<file path="src/rtl/muldiv_ctrl.sv">
// muldiv_ctrl: iterative MULT/MULTU/DIV/DIVU sequencer that owns the HI/LO write port.
// Build option MULDIV_ABORT_EN adds i_abort to cancel an operation in CALC or FIX.
module muldiv_ctrl #(
    parameter int WIDTH = 32
) (
    input  logic             i_clk,
    input  logic             i_rst_n,
    input  logic             i_start,
    input  logic [1:0]       i_op,
    input  logic [WIDTH-1:0] i_a,
    input  logic [WIDTH-1:0] i_b,
    input  logic             i_mthi,
    input  logic             i_mtlo,
    input  logic [WIDTH-1:0] i_mt_data,
    input  logic             i_hilo_rd,
`ifdef MULDIV_ABORT_EN
    input  logic             i_abort,
`endif
    output logic             o_busy,
    output logic             o_stall,
    output logic             o_hi_wr,
    output logic             o_lo_wr,
    output logic [WIDTH-1:0] o_hi_din,
    output logic [WIDTH-1:0] o_lo_din,
    output logic             o_done
);
    // state | meaning
    // IDLE  | ready; MTHI/MTLO pass through, start launches an operation
    // CALC  | WIDTH shift-add or restoring-divide iterations
    // FIX   | sign correction of product or quotient/remainder
    // WB    | write HI/LO and pulse done
    typedef enum logic [1:0] {S_IDLE, S_CALC, S_FIX, S_WB} state_t;

    localparam int CW = $clog2(WIDTH);

    state_t             r_state;
    state_t             w_next;
    logic [1:0]         r_op;
    logic [WIDTH-1:0]   r_a;
    logic [WIDTH-1:0]   r_b;
    logic               r_sa;
    logic               r_sb;
    logic [CW-1:0]      r_cnt;
    logic [2*WIDTH-1:0] r_acc;

    logic               w_abort;
    logic [WIDTH-1:0]   w_a_abs;
    logic [WIDTH-1:0]   w_b_abs;
    logic [WIDTH:0]     w_msum;
    logic [WIDTH:0]     w_rem_sh;
    logic [WIDTH:0]     w_diff;

`ifdef MULDIV_ABORT_EN
    assign w_abort = i_abort;
`else
    assign w_abort = 1'b0;
`endif

    assign w_a_abs  = (!i_op[0] && i_a[WIDTH-1]) ? -i_a : i_a;
    assign w_b_abs  = (!i_op[0] && i_b[WIDTH-1]) ? -i_b : i_b;
    assign w_msum   = {1'b0, r_acc[2*WIDTH-1:WIDTH]} + (r_acc[0] ? {1'b0, r_a} : '0);
    assign w_rem_sh = {r_acc[2*WIDTH-1:WIDTH], r_acc[WIDTH-1]};
    assign w_diff   = w_rem_sh - {1'b0, r_b};

    assign o_busy  = (r_state != S_IDLE);
    assign o_stall = o_busy & (i_start | i_hilo_rd | i_mthi | i_mtlo);

    always_ff @(posedge i_clk or negedge i_rst_n) begin
        if (!i_rst_n) r_state <= S_IDLE;
        else          r_state <= w_next;
    end

    always_comb begin
        w_next   = r_state;
        o_hi_wr  = 1'b0;
        o_lo_wr  = 1'b0;
        o_hi_din = '0;
        o_lo_din = '0;
        o_done   = 1'b0;
        case (r_state)
            S_IDLE: begin
                if (i_start) w_next = S_CALC;
                o_hi_wr = i_mthi & i_rst_n;
                o_lo_wr = i_mtlo & i_rst_n;
                if (o_hi_wr) o_hi_din = i_mt_data;
                if (o_lo_wr) o_lo_din = i_mt_data;
            end
            S_CALC: begin
                if (w_abort)                         w_next = S_IDLE;
                else if (r_cnt == CW'(WIDTH - 1))    w_next = S_FIX;
            end
            S_FIX: w_next = w_abort ? S_IDLE : S_WB;
            S_WB: begin
                w_next   = S_IDLE;
                o_hi_wr  = 1'b1;
                o_lo_wr  = 1'b1;
                o_done   = 1'b1;
                o_hi_din = r_acc[2*WIDTH-1:WIDTH];
                o_lo_din = r_acc[WIDTH-1:0];
            end
            default: w_next = S_IDLE;
        endcase
    end

    // r_acc holds {upper, lower} product for multiply and {remainder, quotient} for divide
    always_ff @(posedge i_clk or negedge i_rst_n) begin
        if (!i_rst_n) begin
            r_op  <= '0;
            r_a   <= '0;
            r_b   <= '0;
            r_sa  <= 1'b0;
            r_sb  <= 1'b0;
            r_cnt <= '0;
            r_acc <= '0;
        end else begin
            case (r_state)
                S_IDLE: if (i_start) begin
                    r_op  <= i_op;
                    r_a   <= w_a_abs;
                    r_b   <= w_b_abs;
                    r_sa  <= i_a[WIDTH-1];
                    r_sb  <= i_b[WIDTH-1];
                    r_cnt <= '0;
                    r_acc <= {{WIDTH{1'b0}}, (i_op[1] ? w_a_abs : w_b_abs)};
                end
                S_CALC: begin
                    r_cnt <= r_cnt + 1'b1;
                    if (!r_op[1])
                        r_acc <= {w_msum, r_acc[WIDTH-1:1]};
                    else if (!w_diff[WIDTH])
                        r_acc <= {w_diff[WIDTH-1:0], r_acc[WIDTH-2:0], 1'b1};
                    else
                        r_acc <= {w_rem_sh[WIDTH-1:0], r_acc[WIDTH-2:0], 1'b0};
                end
                S_FIX: begin
                    if (!r_op[1]) begin
                        if (!r_op[0] && (r_sa ^ r_sb)) r_acc <= -r_acc;
                    end else begin
                        // divide by zero keeps the all-ones quotient unsigned
                        if (!r_op[0] && (r_sa ^ r_sb) && (r_b != '0))
                            r_acc[WIDTH-1:0] <= -r_acc[WIDTH-1:0];
                        if (!r_op[0] && r_sa)
                            r_acc[2*WIDTH-1:WIDTH] <= -r_acc[2*WIDTH-1:WIDTH];
                    end
                end
                default: ;
            endcase
        end
    end
endmodule

</file>
<file path="config.mk">
export PLATFORM = sky130hd
export DESIGN_NAME = muldiv_ctrl
export DESIGN_NICKNAME = d
export VERILOG_FILES = /design/src/rtl/muldiv_ctrl.sv
export SDC_FILE = /design/constraint.sdc
export NUM_CORES = 1
export LEC_CHECK = 0
export ABC_CLOCK_PERIOD_IN_PS = 3100
export BUFFER_PORTS_ARGS = -buffer_cell sky130_fd_sc_hd__buf_2
export CORE_ASPECT_RATIO = 1.5
export CORE_UTILIZATION = 40
export CTS_CLUSTER_DIAMETER = 150
export CTS_CLUSTER_SIZE = 14
export DETAILED_ROUTE_END_ITERATION = 12
export GPL_ROUTABILITY_DRIVEN = 1
export PLACE_DENSITY_LB_ADDON = 0.3
export REMOVE_ABC_BUFFERS = 1
export SYNTH_ARGS = -nofsm -noshare
export SYNTH_HDL_FRONTEND = slang
export SYNTH_SLANG_ARGS = --single-unit
</file>
<file path="constraint.sdc">
create_clock -name i_clk -period 3.1 [get_ports i_clk]
set_input_delay 0.93 -clock i_clk [delete_from_list [all_inputs] [get_ports i_clk]]
set_output_delay 0.93 -clock i_clk [all_outputs]
set_load 0.02 [all_outputs]
</file>
=== Yosys cells after proc, flatten, opt, wreduce, memory -nomap -nowiden ===
Cells that the tools add are included.
Widths: inputs -> output; s select.

* Register bits: 139
* Input bits: 104
* Output and inout bits: 69
* Word-level logic and storage cells: 74

* Add/sub/neg operators: 8
* Equality and inequality tests: 9
* Multiplexer cells: 24
* Bitwise gates (word level): 7
* Reductions and logical operators: 17

{| class="wikitable"
|+ Operators by type and width
! cell !! count
|-
| $mux 64 || 5
|-
| $mux 32 || 8
|-
| $pmux 64 s3 || 1
|-
| $neg 32->32 || 4
|-
| $pmux 32 s2 || 2
|-
| $neg 64->64 || 1
|-
| $add 32x32->33 || 1
|-
| $sub 33x32->33 || 1
|-
| $reduce_bool 32->1 || 1
|-
| $pmux 5 s2 || 1
|-
| $ne 3x3->1 const B || 3
|-
| $pmux 2 s4 || 1
|-
| $reduce_and 4->1 || 2
|-
| $reduce_and 2->1 || 3
|-
| $add 5x1->5 const B || 1
|-
| $eq 5x5->1 const B || 1
|-
| $logic_and 1x1->1 || 5
|-
| $mux 5 || 1
|-
| $eq 2x2->1 const B || 2
|-
| $mux 2 || 2
|-
| $ne 2x2->1 const B || 2
|-
| $pmux 1 s2 || 2
|-
| $reduce_bool 2->1 || 2
|-
| $and 1x1->1 || 3
|-
| 7 further kinds || 10
|}

=== Depth between registers and ports, before layout ===
Gate-level depths: netlist of the first run.

* Depth after elaboration: 6
* Mapped depth: 14

=== Worst setup path before layout of the first run ===
Ideal clock, no wire load.

* Path kind: input port to flip-flop
* Start point: in i_b[16]
* End point: reg r_acc[24]
* Data arrival time: 3080 ps
* Setup slack: -104 ps
* Stages on the path: 9
* Cells stage by stage: or4_1 or4_1 or2_1 nor3_1 a21oi_1 xnor2_1 o2bb2ai_1 a211oi_1 a211o_1

* Cells in the longest elaborated chain, start to end: 5

{| class="wikitable"
|+ RTL lines
! element !! RTL line !! RTL
|-
| from (decl) || 11 || <nowiki>input logic [WIDTH-1:0] i_b,</nowiki>
|-
| $neg 32->32 || 60 || <nowiki>assign w_b_abs = (!i_op[0] && i_b[WIDTH-1]) ? -i_b : i_b;</nowiki>
|-
| $mux 32 || 60 ||
|-
| $mux 32 || 124 || <nowiki>r_acc <= {{WIDTH{1'b0}}, (i_op[1] ? w_a_abs : w_b_abs)};</nowiki>
|-
| $mux 64 || 117 || <nowiki>S_IDLE: if (i_start) begin</nowiki>
|-
| $pmux 64 s3 || 116 || <nowiki>case (r_state)</nowiki>
|-
| to (signal assigned) || 124 ||
|-
| to (signal assigned) || 129 || <nowiki>r_acc <= {w_msum, r_acc[WIDTH-1:1]};</nowiki>
|-
| to (signal assigned) || 131 || <nowiki>r_acc <= {w_diff[WIDTH-1:0], r_acc[WIDTH-2:0], 1'b1};</nowiki>
|-
| to (decl) || 44 || <nowiki>logic [2*WIDTH-1:0] r_acc;</nowiki>
|}

Every way passes these cells. The select of a mux whose other input is x is not followed.
A chain may end at the register's enable or synchronous reset.

=== Final worst setup path of the first run ===
* Start point: reg r_acc[32]
* End point: reg r_acc[53]

* Cells in the longest elaborated chain, start to end: 4
* Elaborated cells on any way between the ends: 10
* Classes of those cells: 4 x add/sub; 6 x mux

{| class="wikitable"
|+ RTL lines
! element !! RTL line !! RTL
|-
| $neg 64->64, or another cell as far along || 137 || <nowiki>if (!r_op[0] && (r_sa ^ r_sb)) r_acc <= -r_acc;</nowiki>
|-
| $mux 64, or another cell as far along || 137 ||
|-
| $mux 64, on equally long branches || 136, 128 ||
|-
| $pmux 64 s3 (*) || 116 ||
|}

Every way passes the cells marked *; elsewhere a longest branch is shown, timed or not. The select of a mux whose other input is x is not followed.

==> results of run 1 <==
[cell usage in the layout (no fill, tap or decap), types with 24 or more instances in the layout]
cell,instances
xnor2_1,80
o31ai_1,24
a22oi_1,69
nor4_1,30
inv_1,67
a21o_1,31
a21oi_1,118
ha_1,63
mux2i_1,47
nor2_1,211
dfrtp_1,136
nand3_1,28
buf_2,169
o211ai_1,27
o21ai_0,162
nor3_1,57
and2_1,38
buf_4,393
a31oi_1,26
nand2_1,205
xor2_1,36
[cell type report]
class | count | area (sq um)
fill | 3371 | 15640
sequential | 139 | 3482
clock buffer | 20 | 456.7
multi-input combinational | 1613 | 10910
tap | 478 | 598.1
clock inverter | 12 | 163.9
timing repair buffer | 591 | 4322
inverter | 71 | 266.5
[worst max-delay path: cells and delay by family, from the launching register on]
family	cells	cell delay, ps
AOI/OAI and AO/OA	5	820
xor gates and xnor gates	1	200
adders and majority gates	2	600
buffers and inverters	3	480
DFF	1	430
and+or+nand+nor	3	400
[what timing repair did]
item / CTS / global route
gates resized for setup: 57 / 86
setup endpoints to repair: 49 / 96
buffers inserted: 8 / 15
pin swaps: 20 / 38
gates cloned: 2 / 1
[report_power, final]
part	internal, mW	switching (mW)
sequential	2.61	0.701
clock	1.32	0.932
combinational	6.91	9.01
total	10.8	10.6
[sequential cells by signal (all words and copies together) (netlist names)]
signal	count
r_acc	64
r_a	32
r_b	32
r_cnt	5
r_op	2
r_state	2
r_sa	1
r_sb	1
[cells by family after synthesis]
kind of cell             count (synthesis)
multiplexers                            70
flip-flops                             139
adder cells (fa/ha/maj)                 76
buffers and inverters                  204
AND/OR/NAND/NOR                        727
XOR/XNOR                               117
AO/OA/AOI/OAI                          623
[routing by layer]
layer	track usage	vias to the layer above	wire [microns]
li1	-	8131	-
met1	0.4027	8275	24580
met2	0.5915	803	32280
met3	0.04400	227	3721
met4	0.2115	0	4085
met5	0	-	0
[worst paths after layout]
check                      slack [ps]         to  cells after the start
max in group asynchronous        1590    r_b[22]                      2
hold / removal                    260   r_cnt[3]                      1
setup reg to reg                    4  r_acc[53]                     14
setup / recovery                    4  r_acc[53]                     14
min in group i_clk                480    r_a[24]                      2
hold reg to reg                   480    r_a[24]                      2
[per-stage QoR]
step                      instances  hold slack (ps)  setup slack [ps]    util
final                          2924            260.5             4.120  0.5635
after global routing           2924            255.3            -175.4  0.5635
after CTS                      2908            249.4            -5.804  0.5479
after detailed placement       2866            462.3            -492.8  0.5206
after global placement         2866            453.6            -452.5  0.5206
after floorplan                1823            438.1             -1918       -
==> impl_metrics.py, run 1 <==
metrics = {
    "sta": {
        "finalSetupViolCount": 0,
        "hold_viol": 0,
        "skew_ps": 10.44,
        "max_freq_ghz": 0.3230,
        "worst_pin_slew_ps": 1092,
        "slew_viol_final": 0,
        "min_period_ps": 3096,
        "setup_tns_ps": 0,
        "max_slew_margin": 0.2718,
        "grt_setup_unrepaired": "true",
        "fin_crit_sh": 0.9987,
    },
    "placed_design": {
        "hpwlAfterDp_microns": 49810,
        "place_area_sq_mm": 0.01866,
        "port_buffers": 172,
        "gp_congestion": 1.018,
    },
    "critical_path": {
        "worstPathArrival_ps": 3420,
        "slowest_stage": "dfrtp_1",
        "critPathCaptureType": "register",
        "start_kind": "register",
        "cp-startpoint": "r_acc[32]",
        "critical_path.max_stage_delay_ps": 430,
        "worstReg2RegStart": "r_acc[32]",
        "crit_type": "register to register",
        "critical_path_peak_fanout": 4,
        "timing.critical_path.mode_cell": "buf_4",
        "required_ps": 3430,
        "crit_chain": "buf_4 -> ha_1 -> fa_2 -> a211oi_2 -> o21ai_1 -> o21ai_1 -> buf_4 -> nand2_1 -> buf_4 -> a2bb2oi_2 -> nor2b_4 -> nor2b_1 -> xor2_1 -> o221ai_1",
    },
    "global_routing": {
        "grt_antenna_before_repair": 0,
        "grt_max_degree": 135,
        "grt_pass1_wl_microns": 96760,
        "grt_overflow": 0,
        "grt_pass1_vias": 16984,
        "grt_util_all_layers": 0.3452,
    },
    "die": {
        "io_pins": 173,
        "core_sq_mm": 0.03584,
        "start_util": 0.4063,
        "row_count": 85,
        "dieArea_sq_mm": 0.03719,
        "die_h_microns": 235.7,
        "die_w_microns": 157.8,
    },
    "power_and_ir_drop": {
        "irDropWorstVdd_uv": 904.5,
        "power_density_mw_per_mm2": 1064,
        "power_mw": 21.48,
        "p_leak_nw": 9.429,
    },
    "finish": {
        "num-nets-final": 2613,
        "synthToLayoutAreaGrowth_pct": 38.69,
        "antenna_cells": 0,
        "final_cell_area_sq_mm": 0.02020,
        "drive_gt1_frac": 0.3164,
    },
    "synthesis": {
        "ys_seq_area_frac": 0.2389,
        "synthesis.area_sq_mm": 0.01456,
        "synth.distinct_cells": 91,
        "synthTopCellsByArea": "dfrtp_1 (24%), ha_1 (6.4%), o21ai_0 (6.1%)",
        "synth_xor_area_frac": 0.07037,
        "yosysMostFrequentCell": "nor2_1",
        "avgSynthCellArea_sq_um": 7.445,
        "ys_ff_latch": 139,
        "synth_ff_type": "dfrtp_1",
        "synth_compound_area_frac": 0.2754,
        "synth_edf_count": 0,
        "netlist.area_leader.share": 0.2389,
        "yosys-top-cells-count": "nor2_1 (214), nand2_1 (207), o21ai_0 (177), dfrtp_1 (139), a21oi_1 (128)",
        "ys_warn_count": 0,
        "synthArstFlopShare": 1.000,
        "syn-instance-count": 1956,
        "synth_mux_area_frac": 0.05000,
        "yosys.area.top_type": "dfrtp_1",
        "synth_adder_area_share": 0.06633,
        "synth_top_family_by_area": "compound AO/OA/AOI/OAI gates",
        "synth-simple-area-share": 0.2433,
    },
    "min_path": {
        "min_path_type": "primary input to async pin",
    },
    "clock_tree": {
        "cts_made_buffers": 17,
        "cts_hold_buf": 0,
        "cts_tree": "built",
        "clk_latency_ps": 470,
        "cts.sinks": 139,
        "cts_max_path_buffers": 2,
        "clockRootBuffer": "clkbuf_16",
        "path_clk_slew_ps": 70,
        "cts_max_level": 4,
    },
    "route": {
        "drt_wl_total_microns": 64670,
        "drc_errors": 0,
        "vias": 17436,
        "vias_per_cell": 5.963,
        "drt.antenna.violating_nets": 0,
        "drtIter0Drc": 1288,
        "wl_per_cell_microns": 22.12,
        "dr.pass1.iters": 7,
    },
    "run": {
        "cap_violations": 0,
    },
    "run_status": {
        "status": "completed",
    },
}
No activity file was read; power rests on OpenSTA's default activity.
==> inputs of run 2 (changes only) <==
--- a/config.mk
+++ b/config.mk
@@ -6,12 +6,12 @@
 export NUM_CORES = 1
 export LEC_CHECK = 0
 export ABC_CLOCK_PERIOD_IN_PS = 3100
-export BUFFER_PORTS_ARGS = -buffer_cell sky130_fd_sc_hd__buf_2
 export CORE_ASPECT_RATIO = 1.5
 export CORE_UTILIZATION = 40
 export CTS_CLUSTER_DIAMETER = 150
 export CTS_CLUSTER_SIZE = 14
 export DETAILED_ROUTE_END_ITERATION = 12
+export DONT_BUFFER_PORTS = 1
 export GPL_ROUTABILITY_DRIVEN = 1
 export PLACE_DENSITY_LB_ADDON = 0.3
 export REMOVE_ABC_BUFFERS = 1
==> run 2 against run 1 <==
Net effect:
- first-iteration DRC count increased by 17%
- global-route usage shrank 1.1 points
- count of clock-buffer cells in the layout up 2
- maximum frequency fell by 4.2%
- largest cell class unchanged
- the flow now finishes with violations (negative setup slack)
- total power shrank 1.5%
- wire length fell by 3.2%
- clock skew fell by 2.9 ps
- core utilization shrank 2.8 points
- critical path depth down 8
- cell count down 5.9%
- non-clock buffer count fell by 174
==> impl_metrics.py, run 2 (synthesis gave the netlist of run 1 again) <==
metrics = {
    "run_status": {
        "status": "finished with violations",
        "violations": "negative setup slack",
    },
    "clock_tree": {
        "clockRootBuffer": "clkbuf_16",
        "cts.sinks": 139,
        "cts_tree": "built",
        "cts_max_path_buffers": 2,
        "path_clk_slew_ps": 60,
        "clk_latency_ps": 470,
        "cts_max_level": 4,
        "cts_made_buffers": 17,
    },
    "placed_design": {
        "dp_cells": 2701,
        "gp_congestion": 1.013,
        "preCtsSetupSlack_ps": -292.5,
        "port_buffers": 0,
        "hpwlAfterDp_microns": 48680,
    },
    "die": {
        "die_h_microns": 235.7,
        "row_count": 85,
        "die_w_microns": 157.8,
        "core_sq_mm": 0.03584,
        "start_util": 0.4063,
        "io_pins": 173,
        "dieArea_sq_mm": 0.03719,
    },
    "critical_path": {
        "crit_type": "primary input to primary output",
        "cp-startpoint": "i_rst_n",
        "worstPathArrival_ps": 2300,
        "start_kind": "primary input",
        "critPathCapture": "o_hi_din[8]",
        "reg2reg_slack_ps": -10,
        "path_delay_family": "simple AND/OR/NAND/NOR gates",
        "crit_chain": "and3_2 -> buf_12 -> buf_6 -> a22oi_1 -> nor2_1 -> buf_4",
        "slowest_stage": "and3_2",
        "required_ps": 2170,
        "crit_cells": 6,
        "worstReg2RegStart": "r_acc[44]",
        "critical_path_peak_fanout": 141,
        "critical_path.max_stage_delay_ps": 410,
        "critPathCaptureType": "primary output",
        "worst_r2r_endpoint": "r_acc[61]",
        "reg2reg_depth": 10,
        "worstPathBufferInverterCount": 3,
    },
    "global_routing": {
        "met2_usage": 0.5667,
        "use_met3": 0.04234,
        "grt_antenna_before_repair": 1,
        "grt_util_all_layers": 0.3341,
        "grt_max_degree": 142,
        "grt_pass1_wl_microns": 93350,
        "grt_pass1_vias": 16006,
        "grt_most_used_layer": "met2",
        "grt_overflow": 0,
        "grtUsageMet1": 0.3875,
    },
    "route": {
        "drtIter0Drc": 1513,
        "drt_wl_total_microns": 62610,
        "drc_errors": 0,
        "vias": 16796,
        "drt.antenna.violating_nets": 0,
        "vias_per_cell": 6.105,
        "dr.pass1.iters": 6,
        "wl_per_cell_microns": 22.76,
    },
    "finish": {
        "largest_register_ffs": 64,
        "final_common_cell": "buf_4",
        "regMostFlops": "r_acc",
        "synthToLayoutAreaGrowth_pct": 31.73,
        "num-nets-final": 2439,
        "reg_top3": "r_acc: 64 flops, r_a: 32 flops, r_b: 32 flops",
        "final_cell_mix": "buf_4 (398), nor2_1 (207), nand2_1 (204), o21ai_0 (162), dfrtp_1 (135)",
        "stdcell_count": 2751,
        "drive_gt1_frac": 0.2614,
    },
    "run": {
        "cap_violations": 0,
    },
    "min_path": {
        "min_path_type": "primary input to async pin",
    },
    "sta": {
        "hold_viol": 0,
        "layout_setup_ws_ps": -132.8,
        "whs_ps": 162.5,
        "fin_crit_sh": 1.043,
        "skew_ps": 7.594,
        "min_period_ps": 3233,
        "worst_pin_slew_ps": 713.9,
        "grt_setup_unrepaired": "true",
        "max_slew_margin": 0.5235,
        "setup_tns_ps": -2823,
        "finalSetupViolCount": 35,
        "max_freq_ghz": 0.3093,
        "slew_viol_final": 0,
    },
    "power_and_ir_drop": {
        "power_density_mw_per_mm2": 1103,
        "p_leak_nw": 8.649,
        "irDropWorstVdd_uv": 671.5,
    },
}
run 2: layer usage:
| metal | vias to the layer above | part of all wire |
|---|---|---|
| met3 | 204 | 0.059 |
| met5 | - | 0 |
| met1 | 8012 | 0.37 |
| li1 | 7775 | - |
| met2 | 805 | 0.50 |
| met4 | 0 | 0.068 |
run 2: where the power goes:
| group | switching [mW] | internal [mW] |
|---|---|---|
| Clock | 0.890 | 1.43 |
| Combinational | 8.76 | 6.71 |
| Sequential | 0.747 | 2.61 |
| Total | 10.4 | 10.8 |
run 2: layout make-up:
class	count	area, sq um
antenna	1	2.502
inverter	71	266.5
fill	3415	16660
timing repair buffer	417	3336
clock buffer	22	484.2
multi-input combinational	1613	10850
tap	478	598.1
clock inverter	10	162.7
sequential	139	3483
run 2: how the worst min path moves through the flow:
stage	to	slack, ps	depth (start not counted)
global route	r_acc[58]	160	0
global placement	r_a[24]	460	2
CTS	r_acc[62]	150	0
detailed placement	r_a[24]	460	2
finish	r_acc[62]	160	0
floorplan	r_a[19]	440	2
run 2: per-stage QoR:
| step | total power, mW | cell area (sq um) | utilization |
|---|---|---|---|
| after floorplan | 11.27 | 14020 | - |
| after global placement | 17.32 | 17780 | 0.4962 |
| after detailed placement | 17.54 | 17780 | 0.4962 |
| after CTS | 20.22 | 18680 | 0.5212 |
| after global routing | 22.44 | 19180 | 0.5352 |
| final | 21.15 | 19180 | 0.5352 |
run 2: worst register-to-register path, cell delays in order, from the launching register on:
cell	delay, ps
dfrtp_1	440
buf_4	210
or4_2	710
nor3_1	290
and3_1	210
o211ai_1	230
buf_4	290
o21ai_1	140
o21ai_0	80
a31oi_1	230
o211ai_1	130
run 2: timing repair:
| action | 4_1_cts | 5_1_grt |
|---|---|---|
| hold buffers | 0 | 0 |
| cloned | 1 | 1 |
| hold endpoints to repair | 0 | 0 |
| pin swaps | 13 | 27 |
| resized for setup | 34 | 96 |
| buffers inserted | 6 | 9 |
| endpoints found under the setup margin | 75 | 81 |
